$ cat src/rtl/pat_pkg.sv
// Shared definitions for the pattern generator / detector pair.
// Latency: n/a (types and constants only).
// Backpressure: n/a.
package pat_pkg;

  // Default symbol width, equal to the generator data width.
  localparam int SYM_W_DEF = 4;

  // Detector control states.
  typedef enum logic [1:0] {
    IDLE = 2'd0,
    FILL = 2'd1,
    RUN  = 2'd2
  } state_t;

endpackage

$ cat src/rtl/sym_window.sv
// Sliding window of the last SEQ_LEN symbols; newest symbol in the low slice.
// Latency: one cycle from i_shift to the updated o_win.
// Backpressure: none; i_shift low simply holds the window.
module sym_window
  import pat_pkg::*;
#(
  parameter int SEQ_LEN = 3,
  parameter int SYM_W   = SYM_W_DEF
) (
  input  logic                     clk,
  input  logic                     i_clr,
  input  logic                     i_shift,
  input  logic [SYM_W-1:0]         i_sym,
  output logic [SEQ_LEN*SYM_W-1:0] o_win
);

  localparam int WIN_W = SEQ_LEN * SYM_W;

  logic [WIN_W-1:0] r_win;

  // Clear has priority; otherwise shift the oldest symbol out the top.
  always_ff @(posedge clk) begin
    if (i_clr) begin
      r_win <= '0;
    end else if (i_shift) begin
      r_win <= {r_win[WIN_W-SYM_W-1:0], i_sym};
    end
  end

  assign o_win = r_win;

endmodule

$ cat src/rtl/pat_det.sv
// Detects a loadable SEQ_LEN-symbol target in the symbol stream (overlaps count).
// Latency: match pulses one cycle after the edge sampling the final symbol.
// Backpressure: none; in_valid low is a gap that holds all state.
module pat_det
  import pat_pkg::*;
#(
  parameter int SYM_W   = SYM_W_DEF,
  parameter int SEQ_LEN = 3,
  parameter int CNT_W   = 8
) (
  input  logic                     clk,
  input  logic                     res,
  input  logic                     en,
  input  logic                     load,
  input  logic [SEQ_LEN*SYM_W-1:0] pattern_in,
  input  logic                     in_valid,
  input  logic [SYM_W-1:0]         data_in,
  input  logic                     clr_cnt,
  output logic                     match,
  output logic [CNT_W-1:0]         match_cnt,
  output logic                     cnt_sat,
  output logic                     busy
);

  localparam int                WIN_W     = SEQ_LEN * SYM_W;
  localparam int                FILL_W    = $clog2(SEQ_LEN + 1);
  localparam logic [FILL_W-1:0] FILL_LAST = FILL_W'(SEQ_LEN - 1);
  localparam logic [CNT_W-1:0]  CNT_MAX   = '1;
  localparam logic [CNT_W-1:0]  CNT_PRE   = CNT_MAX - 1'b1;

  state_t              r_state;
  state_t              w_state_nxt;
  logic [FILL_W-1:0]   r_fill;
  logic [FILL_W-1:0]   w_fill_nxt;
  logic [WIN_W-1:0]    r_target;
  logic [WIN_W-1:0]    w_win;
  logic [WIN_W-1:0]    w_win_nxt;
  logic                w_accept;
  logic                w_hit;
  logic                r_match;
  logic [CNT_W-1:0]    r_cnt;
  logic                r_sat;

  sym_window #(
    .SEQ_LEN (SEQ_LEN),
    .SYM_W   (SYM_W)
  ) u_window (
    .clk     (clk),
    .i_clr   (res),
    .i_shift (w_accept),
    .i_sym   (data_in),
    .o_win   (w_win)
  );

  // Window as it will look once the current symbol is shifted in; compared
  // on the accepting edge so the pulse lands exactly one cycle later.
  assign w_win_nxt = {w_win[WIN_W-SYM_W-1:0], data_in};

  // Next-state, symbol acceptance and compare; load then en take priority.
  always_comb begin
    w_state_nxt = r_state;
    w_fill_nxt  = r_fill;
    w_accept    = 1'b0;
    w_hit       = 1'b0;
    if (load) begin
      // New target: restart the fill and drop any symbol offered now.
      w_fill_nxt  = '0;
      w_state_nxt = en ? FILL : IDLE;
    end else if (!en) begin
      w_fill_nxt  = '0;
      w_state_nxt = IDLE;
    end else begin
      unique case (r_state)
        IDLE: begin
          w_fill_nxt  = '0;
          w_state_nxt = FILL;
        end
        FILL: begin
          if (in_valid) begin
            w_accept = 1'b1;
            if (r_fill == FILL_LAST) begin
              w_fill_nxt  = '0;
              w_state_nxt = RUN;
              w_hit       = (w_win_nxt == r_target);
            end else begin
              w_fill_nxt = r_fill + FILL_W'(1);
            end
          end
        end
        RUN: begin
          if (in_valid) begin
            w_accept = 1'b1;
            w_hit    = (w_win_nxt == r_target);
          end
        end
        default: begin
          w_fill_nxt  = '0;
          w_state_nxt = IDLE;
        end
      endcase
    end
  end

  // State, fill count and target registers.
  always_ff @(posedge clk) begin
    if (res) begin
      r_state  <= IDLE;
      r_fill   <= '0;
      r_target <= '0;
    end else begin
      r_state <= w_state_nxt;
      r_fill  <= w_fill_nxt;
      if (load) begin
        r_target <= pattern_in;
      end
    end
  end

  // Match pulse and saturating counter; a clear beats a same-edge match.
  always_ff @(posedge clk) begin
    if (res) begin
      r_match <= 1'b0;
      r_cnt   <= '0;
      r_sat   <= 1'b0;
    end else begin
      r_match <= w_hit;
      if (clr_cnt) begin
        r_cnt <= '0;
        r_sat <= 1'b0;
      end else if (w_hit && (r_cnt != CNT_MAX)) begin
        r_cnt <= r_cnt + 1'b1;
        if (r_cnt == CNT_PRE) begin
          r_sat <= 1'b1;
        end
      end
    end
  end

  assign match     = r_match;
  assign match_cnt = r_cnt;
  assign cnt_sat   = r_sat;
  assign busy      = (r_state != IDLE);

endmodule

$ cat config.mk
export PLATFORM = sky130hd
export DESIGN_NAME = pat_det
export DESIGN_NICKNAME = d
export VERILOG_FILES = /design/src/rtl/pat_pkg.sv /design/src/rtl/sym_window.sv /design/src/rtl/pat_det.sv
export SDC_FILE = /design/constraint.sdc
export NUM_CORES = 1
export LEC_CHECK = 0
export ABC_AREA = 0
export CAP_MARGIN = 30
export CELL_PAD_IN_SITES_DETAIL_PLACEMENT = 0
export CELL_PAD_IN_SITES_GLOBAL_PLACEMENT = 1
export CORE_ASPECT_RATIO = 1.1
export CORE_MARGIN = 1.5
export CORE_UTILIZATION = 38
export CTS_CLUSTER_DIAMETER = 200
export DETAILED_ROUTE_END_ITERATION = 10
export GPL_ROUTABILITY_DRIVEN = 0
export PLACE_DENSITY_LB_ADDON = 0.15
export SYNTH_ARGS = -nofsm -noshare
export SYNTH_HDL_FRONTEND = slang
export SYNTH_SLANG_ARGS = --single-unit
$ cat constraint.sdc
create_clock -name clk -period 2.7 [get_ports clk]
set_clock_uncertainty 0.15 [all_clocks]
set_input_delay 0.81 -clock clk [delete_from_list [all_inputs] [get_ports clk]]
set_output_delay 0.81 -clock clk [all_outputs]
set_load 0.03 [all_outputs]
# Word level (Yosys, flattened, before mapping)
# Index checks and enable logic that the tools add are counted.
[classes] add_sub_neg=2 eq_ne=10 muxes=19 n_bitwise=2 reduce_logical=9
[ops] cell="$eq A12 B12 Y1" n=1
[ops] cell="$mux W2" n=6
[ops] cell="$mux W1" n=10
[ops] cell="$add A8 B1 Y8 const B" n=1
[ops] cell="$eq A8 B8 Y1 const B" n=1
[ops] cell="$ne A4 B4 Y1 const B" n=2
[ops] cell="$ne A8 B8 Y1 const B" n=1
[ops] cell="$pmux W2 S3" n=1
[ops] cell="$eq A2 B2 Y1 const B" n=2
[ops] cell="$pmux W2 S2" n=1
[ops] cell="$reduce_and A2 Y1" n=2
[ops] cell="$reduce_or A2 Y1" n=2
[ops] cell="$ne A3 B3 Y1 const B" n=1
[ops] cell="$reduce_and A3 Y1" n=1
[ops] cell="$reduce_or A3 Y1" n=1
[ops] cell="$add A2 B1 Y2 const B" n=1
[ops] cell="$eq A2 B1 Y1 const B" n=1
[ops] cell="$logic_not A2 Y1" n=1
[ops] cell="$ne A2 B2 Y1 const B" n=1
[ops] cell="$not A1 Y1" n=2
[ops] cell="$pmux W1 S2" n=1
[ops] cell="$reduce_bool A2 Y1" n=1
[ops] cell="$logic_and A1 B1 Y1" n=1
[word_totals] reg_bits=34 output_inout_bits=11 elab_cells=49

# Longest topological paths before layout
# Gate-level depths: netlist of the first run.
[depth] word_depth=8 mapped_depth=8 mapped_depth_nobuf=7

# Modules after synthesis
# A second synthesis of the first run with hierarchy kept.
[hier_totals] cells_unflattened=191 area_unflattened_um2=1779.2
[modules_own_cells] module="pat_det" n_inst=1 cells_each=153 area_per_inst_um2=1358.8 seq_area_each_um2=520.5
[modules_own_cells] module="sym_window" n_inst=1 cells_each=38 area_per_inst_um2=420.4 seq_area_each_um2=240.2

# Least setup slack after synthesis of the first run
# OpenSTA, ideal clock, no wires.
[synth_path] path_type="input-to-reg" from="in load" to="reg r_cnt[5] (netlist: match_cnt[5])" arrival_time_ns=2.275 path_slack_ns=0.205 path_stages=7 cell_sequence="buf_6 > and4b_1 > nand3_1 > or3_1 > buf_2 > or4_1 > a21oi_1"
[synth_via] elab_chain_cells=2
[synth_lines] element="from (decl)" line_no="pat_det.sv:14" source="input logic load,"
[synth_lines] element="$mux W1" line_no="pat_det.sv:65" source="if (load) begin"
[synth_lines] element="$logic_and A1 B1 Y1" line_no="pat_det.sv:130" source="end else if (w_hit && (r_cnt != CNT_MAX)) begin"
[synth_lines] element="to (signal assigned)" line_no="pat_det.sv:131" source="r_cnt <= r_cnt + 1'b1;"
[synth_lines] element="to (decl)" line_no="pat_det.sv:41" source="logic [CNT_W-1:0] r_cnt;"
# Every way passes these cells.
# A chain may end at the register's enable or synchronous reset.

# Worst setup path in the final report of the first run
[layout_path] from="in data_in[0]" to="reg r_cnt[6] (netlist: match_cnt[6])"
[layout_via] elab_chain_cells=7 elab_cells_between_ends=8 cone_classes="1 x eq/ne; 6 x mux; 1 x reduce/logical"
[layout_lines] element="from (decl)" line_no="pat_det.sv:17" source="input logic [SYM_W-1:0] data_in,"
[layout_lines] element="$eq A12 B12 Y1 (*)" line_no="pat_det.sv:84, pat_det.sv:93"
[layout_lines] element="$mux W1" line_no="pat_det.sv:81" source="if (r_fill == FILL_LAST) begin"
[layout_lines] element="$mux W1" line_no="pat_det.sv:79" source="if (in_valid) begin"
[layout_lines] element="$pmux W1 S2 (*)" line_no="pat_det.sv:73" source="unique case (r_state)"
[layout_lines] element="$mux W1 (*)" line_no="pat_det.sv:69" source="end else if (!en) begin"
[layout_lines] element="$mux W1 (*)" line_no="pat_det.sv:65"
[layout_lines] element="$logic_and A1 B1 Y1 (*)" line_no="pat_det.sv:130"
# Every way passes the cells marked *; elsewhere a longest branch is shown, timed or not.

==> flow_metrics.py, run 1 <==
metrics = {
    "timing": {
        "hold_viol": 0,
        "timing.max_slew.rel_slack_pct": 73.4,
        "fin_hold_ws_ns": 0.321,
        "worstMarginPinSlew_ns": 0.393,
        "final-max-slew-violation-count": 0,
        "rsz0062_at_grt": "false",
        "finalCriticalPeriod_ns": 2.64,
        "fmax_mhz": 379,
        "min_period_over_period_pct": 97.7,
        "setup_violations": 0,
    },
    "setup_path": {
        "worst-r2r-cell-count": 7,
        "r2r-end": "match_cnt[6]$_SDFFE_PP0P_",
        "cp-endpoint": "match_cnt[6]$_SDFFE_PP0P_",
        "worst-endpoint-required_ns": 2.76,
        "timing.critical_path.arrival_ns": 2.69,
        "cp_num_cells": 6,
        "worst_path_dominant_cell_family": "simple AND/OR/NAND/NOR gates",
        "worstReg2RegStart": "r_state[0]$_SDFFE_PP0P_",
        "critical_path.n_buffers_inverters": 1,
        "path_cells": "clkdlybuf4s50_1 > xnor2_1 > nand4_1 > or3_4 > or4_1 > a21oi_1",
        "critical_path.endpoint_type": "flip-flop",
        "worstSetupStartpointType": "input port",
        "worst_setup_path_startpoint": "data_in[0]",
        "worstPathMaxFanout": 7,
        "critPathKind": "input port to flip-flop",
        "worst-r2r-setup-slack_ns": 0.35,
        "max_stage_delay_ns": 0.52,
        "cp_slowest_cell": "or4_1",
    },
    "yosys": {
        "synth_edf_count": 0,
        "yosys.area.top_type": "dfxtp_1",
        "yosys_warnings": 0,
        "synth.area.top_cells": "dfxtp_1 (42%), mux2i_1 (8.0%), a21oi_1 (5.9%)",
        "synthesized_instance_count": 181,
        "synth_largest_type_area_fraction_pct": 42.0,
        "synth_cell_types": 35,
        "mappedNetlistArea_um2": 1620,
        "postSynthRegisterBits": 34,
        "synth-main-ff-cell": "dfxtp_1",
        "syn-mean-instance-area_um2": 8.95,
        "synth_nets": 209,
        "seq_area_frac_synth_pct": 42.0,
        "ys_async_sr_fraction_pct": 0,
    },
    "route": {
        "avg_wl_per_cell_um": 12.4,
        "vias_per_cell": 5.11,
        "route.detailed.drc": 0,
        "num_vias": 1396,
        "drc_violation_total_after_the_first_tritonroute_iteration": 60,
        "route.antenna.remaining_nets": 0,
        "routed_wl_um": 3380,
        "detailedRoute.firstPassIterationCount": 4,
    },
    "cells_and_area": {
        "final.fill_count": 397,
        "fin_nets": 249,
        "layout.cells.most_common": "dfxtp_1",
        "insertedDiodeCount": 0,
        "finish.cell_count_without_fillers": 273,
        "layout.cells.most_common_list": "dfxtp_1 (34), clkdlybuf4s50_1 (30), nor2_1 (19)",
        "synthToLayoutAreaGrowth_pct": 31.8,
        "layout_cell_share_with_drive_strength_beyond_1_pct": 8.60,
        "utilization_pct": 53.0,
        "postLayoutCellArea_um2": 2130,
    },
    "place": {
        "placed_cells": 266,
        "hpwlAfterDp_um": 2570,
        "numPortBuffers": 32,
        "post_dp_cell_area_um2": 2030,
    },
    "power": {
        "power.leakage_nw": 0.805,
        "cell_pwr_density_nw_per_um2": 459,
        "power_mw": 0.978,
        "vdd_drop_max_v": 0.000305,
    },
    "cts": {
        "clock_tree_from_tritoncts": "done",
        "cts_root_buf": "clkbuf_8",
        "htreeDepth": 2,
        "clk_latency_ns": 0.27,
        "number_of_setup_buffers_added_after_cts": 0,
        "clkSinkCount": 34,
        "cts_hold_repair.buffers": 0,
        "cts_buffers": 5,
        "max-clock-path-buffers": 2,
        "path_clk_slew_ns": 0.06,
    },
    "floorplan": {
        "floorplan.initialDensity_pct": 40.2,
        "floorplan.die.width_um": 65.2,
        "chipHeight_um": 71.5,
        "fp.dieArea_um2": 4660,
        "std_cell_rows": 24,
        "fp.coreArea_um2": 4020,
        "pin_count": 33,
    },
    "global_routing": {
        "grt_first_pass_wirelength_um": 5940,
        "first_global_vias": 1380,
        "residual_overflow_from_global_routing": 0,
        "grt_antenna_before_repair": 0,
        "grt_start_max_net_pins": 22,
        "grt_usage_pct": 16.1,
    },
    "run": {
        "max_cap_viol_count": 0,
    },
    "worst_hold_path": {
        "min-delay-path-class": "flip-flop to flip-flop",
    },
    "outcome": {
        "run_status": "finished, final reports clean",
    },
}
==> worst reg2reg max path, delay by kind of cell (launching register included) <==
kind | cells | cell delay, ns
adder cells (fa/ha/maj) | 1 | 0.30
flip-flops | 1 | 0.36
AND/OR/NAND/NOR | 4 | 1.23
AO/OA/AOI/OAI | 1 | 0.16
buffers and inverters | 1 | 0.09
==> metrics by stage <==
stage	setup slack [ns]	setup TNS, ns
floorplan	0.205	0
CTS	0.0241	0
finish	0.0628	0
global route	0.0141	0
detailed placement	-0.313	-1.59
global placement	-0.215	-1.22
==> worst min-delay path by stage <==
| stage | slack, ns | to | startpoint | depth (start not counted) |
|---|---|---|---|---|
| after floorplan | 0.30 | u_window.o_win[4]$_SDFFE_PP0P_ | u_window.o_win[4]$_SDFFE_PP0P_ | 2 |
| after global routing | 0.34 | u_window.o_win[5]$_SDFFE_PP0P_ | u_window.o_win[5]$_SDFFE_PP0P_ | 2 |
| after global placement | 0.31 | u_window.o_win[5]$_SDFFE_PP0P_ | u_window.o_win[5]$_SDFFE_PP0P_ | 2 |
| after CTS | 0.32 | u_window.o_win[6]$_SDFFE_PP0P_ | u_window.o_win[6]$_SDFFE_PP0P_ | 2 |
| after detailed placement | 0.31 | u_window.o_win[6]$_SDFFE_PP0P_ | u_window.o_win[6]$_SDFFE_PP0P_ | 2 |
| final | 0.32 | u_window.o_win[6]$_SDFFE_PP0P_ | u_window.o_win[6]$_SDFFE_PP0P_ | 2 |
==> final cells by class <==
cell class                 count  area [um^2]  area share [%]
multi-input combinational    135          903            42.3
clock buffer                   7         76.3            3.58
tap                           52         65.1            3.05
sequential                    34          681            31.9
timing repair buffer          40          389            18.2
inverter                       5         18.8           0.880
==> power by group <==
group	switching [mW]	internal, mW	leakage (nW)	total, mW
Sequential	0.00920	0.514	0.277	0.524
Combinational	0.0483	0.0632	0.490	0.111
Clock	0.166	0.177	0.0383	0.343
Total	0.223	0.755	0.805	0.978
==> routing by layer <==
| layer | vias to the layer above | share of wire (%) | track usage (%) | wire [um] |
|---|---|---|---|---|
| met1 | 641 | 46 | 19.5 | 1560 |
| li1 | 725 | - | - | - |
| met4 | 0 | 0.39 | 4.17 | 13 |
| met5 | - | 0 | 0 | 0 |
| met3 | 2 | 4.4 | 4.40 | 147 |
| met2 | 28 | 49 | 28.0 | 1650 |
==> cells by family (layout without fill, tap and decap cells) <==
kind of cell | count (synthesis) | count (layout) | synth area share, %
xor+xnor | 12 | 12 | 6.49
simple gates | 74 | 74 | 24.5
mux | 13 | 13 | 8.04
fa+ha+maj | 6 | 6 | 4.64
flops | 34 | 34 | 42.0
compound gates | 30 | 30 | 10.9
buf+inv | 12 | 52 | 3.40
==> sequential cells by signal, summed over array words and instances, names as in the netlist <==
signal / flops
match_cnt: 8
match: 1
cnt_sat: 1
r_target: 12
r_state: 2
u_window.o_win: 8
r_fill: 2
==> cells in the mapped netlist, types with 3 or more instances <==
cell type,n
xnor2_1,9
xor2_1,3
inv_1,5
clkbuf_1,3
or4_1,4
ha_1,6
nand3_1,6
nand2_1,18
mux2i_1,13
nor2_1,19
o31ai_1,4
and4b_1,4
a21oi_1,19
or3_1,3
nand4_1,5
dfxtp_1,34
==> repair_timing <==
action | in CTS | in global routing
gates resized for setup | 1 | 6
endpoints found under the setup margin | 4 | 5
pin swaps | 0 | 2
gates cloned | 0 | 0
(Power assumes the default switching activity.)
==> run 2: changes to the inputs <==
--- a/config.mk
+++ b/config.mk
@@ -15,7 +15,9 @@
 export CTS_CLUSTER_DIAMETER = 200
 export DETAILED_ROUTE_END_ITERATION = 10
 export GPL_ROUTABILITY_DRIVEN = 0
+export HOLD_SLACK_MARGIN = 0.1
 export PLACE_DENSITY_LB_ADDON = 0.15
+export SETUP_SLACK_MARGIN = 0.15
 export SYNTH_ARGS = -nofsm -noshare
 export SYNTH_HDL_FRONTEND = slang
 export SYNTH_SLANG_ARGS = --single-unit
==> flow_metrics.py, run 2 (synthesized netlist as in run 1, its figures left out) <==
metrics = {
    "global_routing": {
        "globalRoute.busiestLayer": "met2",
        "grt_usage_pct": 16.1,
        "grt_start_max_net_pins": 22,
        "global_route.usage.met1_pct": 19.2,
        "first_global_vias": 1399,
        "residual_overflow_from_global_routing": 0,
        "grt_first_pass_wirelength_um": 5930,
        "gr-usage-met3_pct": 4.40,
        "grt_antenna_before_repair": 0,
        "met2_track_demand_over_resource_pct": 28.3,
    },
    "cts": {
        "clock_tree_from_tritoncts": "done",
        "cts_hold_repair.buffers": 0,
        "htreeDepth": 2,
        "cts_root_buf": "clkbuf_8",
        "path_clk_slew_ns": 0.06,
        "clk_latency_ns": 0.27,
        "clkSinkCount": 34,
        "max-clock-path-buffers": 2,
        "cts_buffers": 5,
    },
    "power": {
        "vdd_drop_max_v": 0.000306,
        "cell_pwr_density_nw_per_um2": 458,
        "power.leakage_nw": 0.812,
        "power_mw": 0.978,
    },
    "setup_path": {
        "cp_slowest_cell": "clkdlybuf4s50_1",
        "path_cells": "clkdlybuf4s50_1 > xnor2_1 > o2111a_1 > nand2_1 > or4_4 > a21oi_2",
        "max_stage_delay_ns": 0.50,
        "worst-endpoint-required_ns": 2.76,
        "worst_path_dominant_cell_family": "simple AND/OR/NAND/NOR gates",
        "worstPathMaxFanout": 6,
        "critPathKind": "input port to flip-flop",
        "worstReg2RegStart": "r_state[0]$_SDFFE_PP0P_",
        "worst_setup_path_startpoint": "data_in[2]",
        "r2r-end": "match_cnt[5]$_SDFFE_PP0P_",
        "worst-r2r-cell-count": 7,
        "worstSetupStartpointType": "input port",
        "critical_path.endpoint_type": "flip-flop",
        "worst-r2r-setup-slack_ns": 0.35,
        "critical_path.n_buffers_inverters": 1,
        "timing.critical_path.arrival_ns": 2.49,
    },
    "floorplan": {
        "chipHeight_um": 71.5,
        "std_cell_rows": 24,
        "fp.dieArea_um2": 4660,
        "floorplan.initialDensity_pct": 40.2,
        "fp.coreArea_um2": 4020,
        "floorplan.die.width_um": 65.2,
        "pin_count": 33,
    },
    "timing": {
        "final-max-slew-violation-count": 0,
        "fin_hold_ws_ns": 0.321,
        "hold_viol": 0,
        "min_period_over_period_pct": 90.0,
        "worstMarginPinSlew_ns": 0.394,
        "rsz0062_at_grt": "false",
        "setup_violations": 0,
        "fin_tns_setup_ns": 0,
        "finalCriticalPeriod_ns": 2.43,
        "timing.max_slew.rel_slack_pct": 73.4,
        "fmax_mhz": 412,
    },
    "route": {
        "detailedRoute.firstPassIterationCount": 4,
        "num_vias": 1410,
        "drc_violation_total_after_the_first_tritonroute_iteration": 50,
        "route.detailed.drc": 0,
        "avg_wl_per_cell_um": 12.4,
        "route.antenna.remaining_nets": 0,
        "routed_wl_um": 3400,
        "vias_per_cell": 5.15,
    },
    "cells_and_area": {
        "finish.cell_count_without_fillers": 274,
        "synthToLayoutAreaGrowth_pct": 32.1,
        "largest_register": "r_target",
        "fin_nets": 250,
        "largest_register_ffs": 12,
        "layout_cell_share_with_drive_strength_beyond_1_pct": 9.91,
        "insertedDiodeCount": 0,
        "layout.cells.most_common": "dfxtp_1",
        "final.fill_count": 397,
        "utilization_pct": 53.1,
        "layout.cells.most_common_list": "dfxtp_1 (34), clkdlybuf4s50_1 (25), nor2_1 (19)",
    },
    "run": {
        "max_cap_viol_count": 0,
    },
    "worst_hold_path": {
        "worstHoldPathCells": 2,
        "hold_start": "u_window.o_win[4]$_SDFFE_PP0P_",
        "min-delay-path-class": "flip-flop to flip-flop",
        "min_to": "u_window.o_win[4]$_SDFFE_PP0P_",
    },
    "place": {
        "numPortBuffers": 32,
        "hpwlAfterDp_um": 2570,
        "placed_cells": 266,
    },
    "outcome": {
        "run_status": "finished, final reports clean",
    },
}
[run 2: report_power, final]
group | internal, mW | switching (mW) | total (mW)
clock | 0.177 | 0.167 | 0.345
combinational | 0.0614 | 0.0481 | 0.109
sequential | 0.514 | 0.00970 | 0.524
[run 2: worst max path at each step]
stage	end	slack, ns	cells after the start
floorplan	match_cnt[5]$_SDFFE_PP0P_	0.21	7
global placement	match_cnt[5]$_SDFFE_PP0P_	-0.22	6
detailed placement	match_cnt[5]$_SDFFE_PP0P_	-0.31	6
CTS	match_cnt[5]$_SDFFE_PP0P_	0.26	6
global route	match_cnt[7]$_SDFFE_PP0P_	0.17	6
finish	match_cnt[5]$_SDFFE_PP0P_	0.27	6
[run 2: area by class of cell]
| cell class | count | area, um^2 | area share [%] |
|---|---|---|---|
| Clock buffer | 7 | 76.3 | 3.57 |
| Inverter | 5 | 18.8 | 0.878 |
| Multi-Input combinational cell | 135 | 918 | 42.9 |
| Sequential cell | 34 | 681 | 31.8 |
| Tap cell | 52 | 65.1 | 3.04 |
| Timing Repair Buffer | 41 | 379 | 17.7 |
[run 2: repair_timing]
action | CTS | global route
resized for setup | 13 | 0
endpoints found under the setup margin | 7 | 0
endpoints found under the hold margin | 0 | 0
setup buffers | 1 | 0
[run 2: worst reg2reg max path: stages, from the launching register on]
cell,delay (ns)
dfxtp_1,0.36
inv_1,0.09
ha_1,0.30
and4b_1,0.23
nand3_1,0.08
or3_4,0.41
or4_4,0.52
a21oi_2,0.14
[run 2: layer usage]
| layer | part of all wire (%) | wire, um |
|---|---|---|
| met2 | 49 | 1660 |
| met5 | 0 | 0 |
| met4 | 0.38 | 13 |
| met3 | 4.8 | 163 |
| met1 | 46 | 1560 |
[run 2: per-stage QoR]
step	cell area [um^2]	setup WS, ns
2_1_floorplan	1620	0.205
3_3_place_gp	2030	-0.215
3_5_place_dp	2030	-0.313
4_1_cts	2140	0.256
5_1_grt	2140	0.169
6_report	2140	0.271
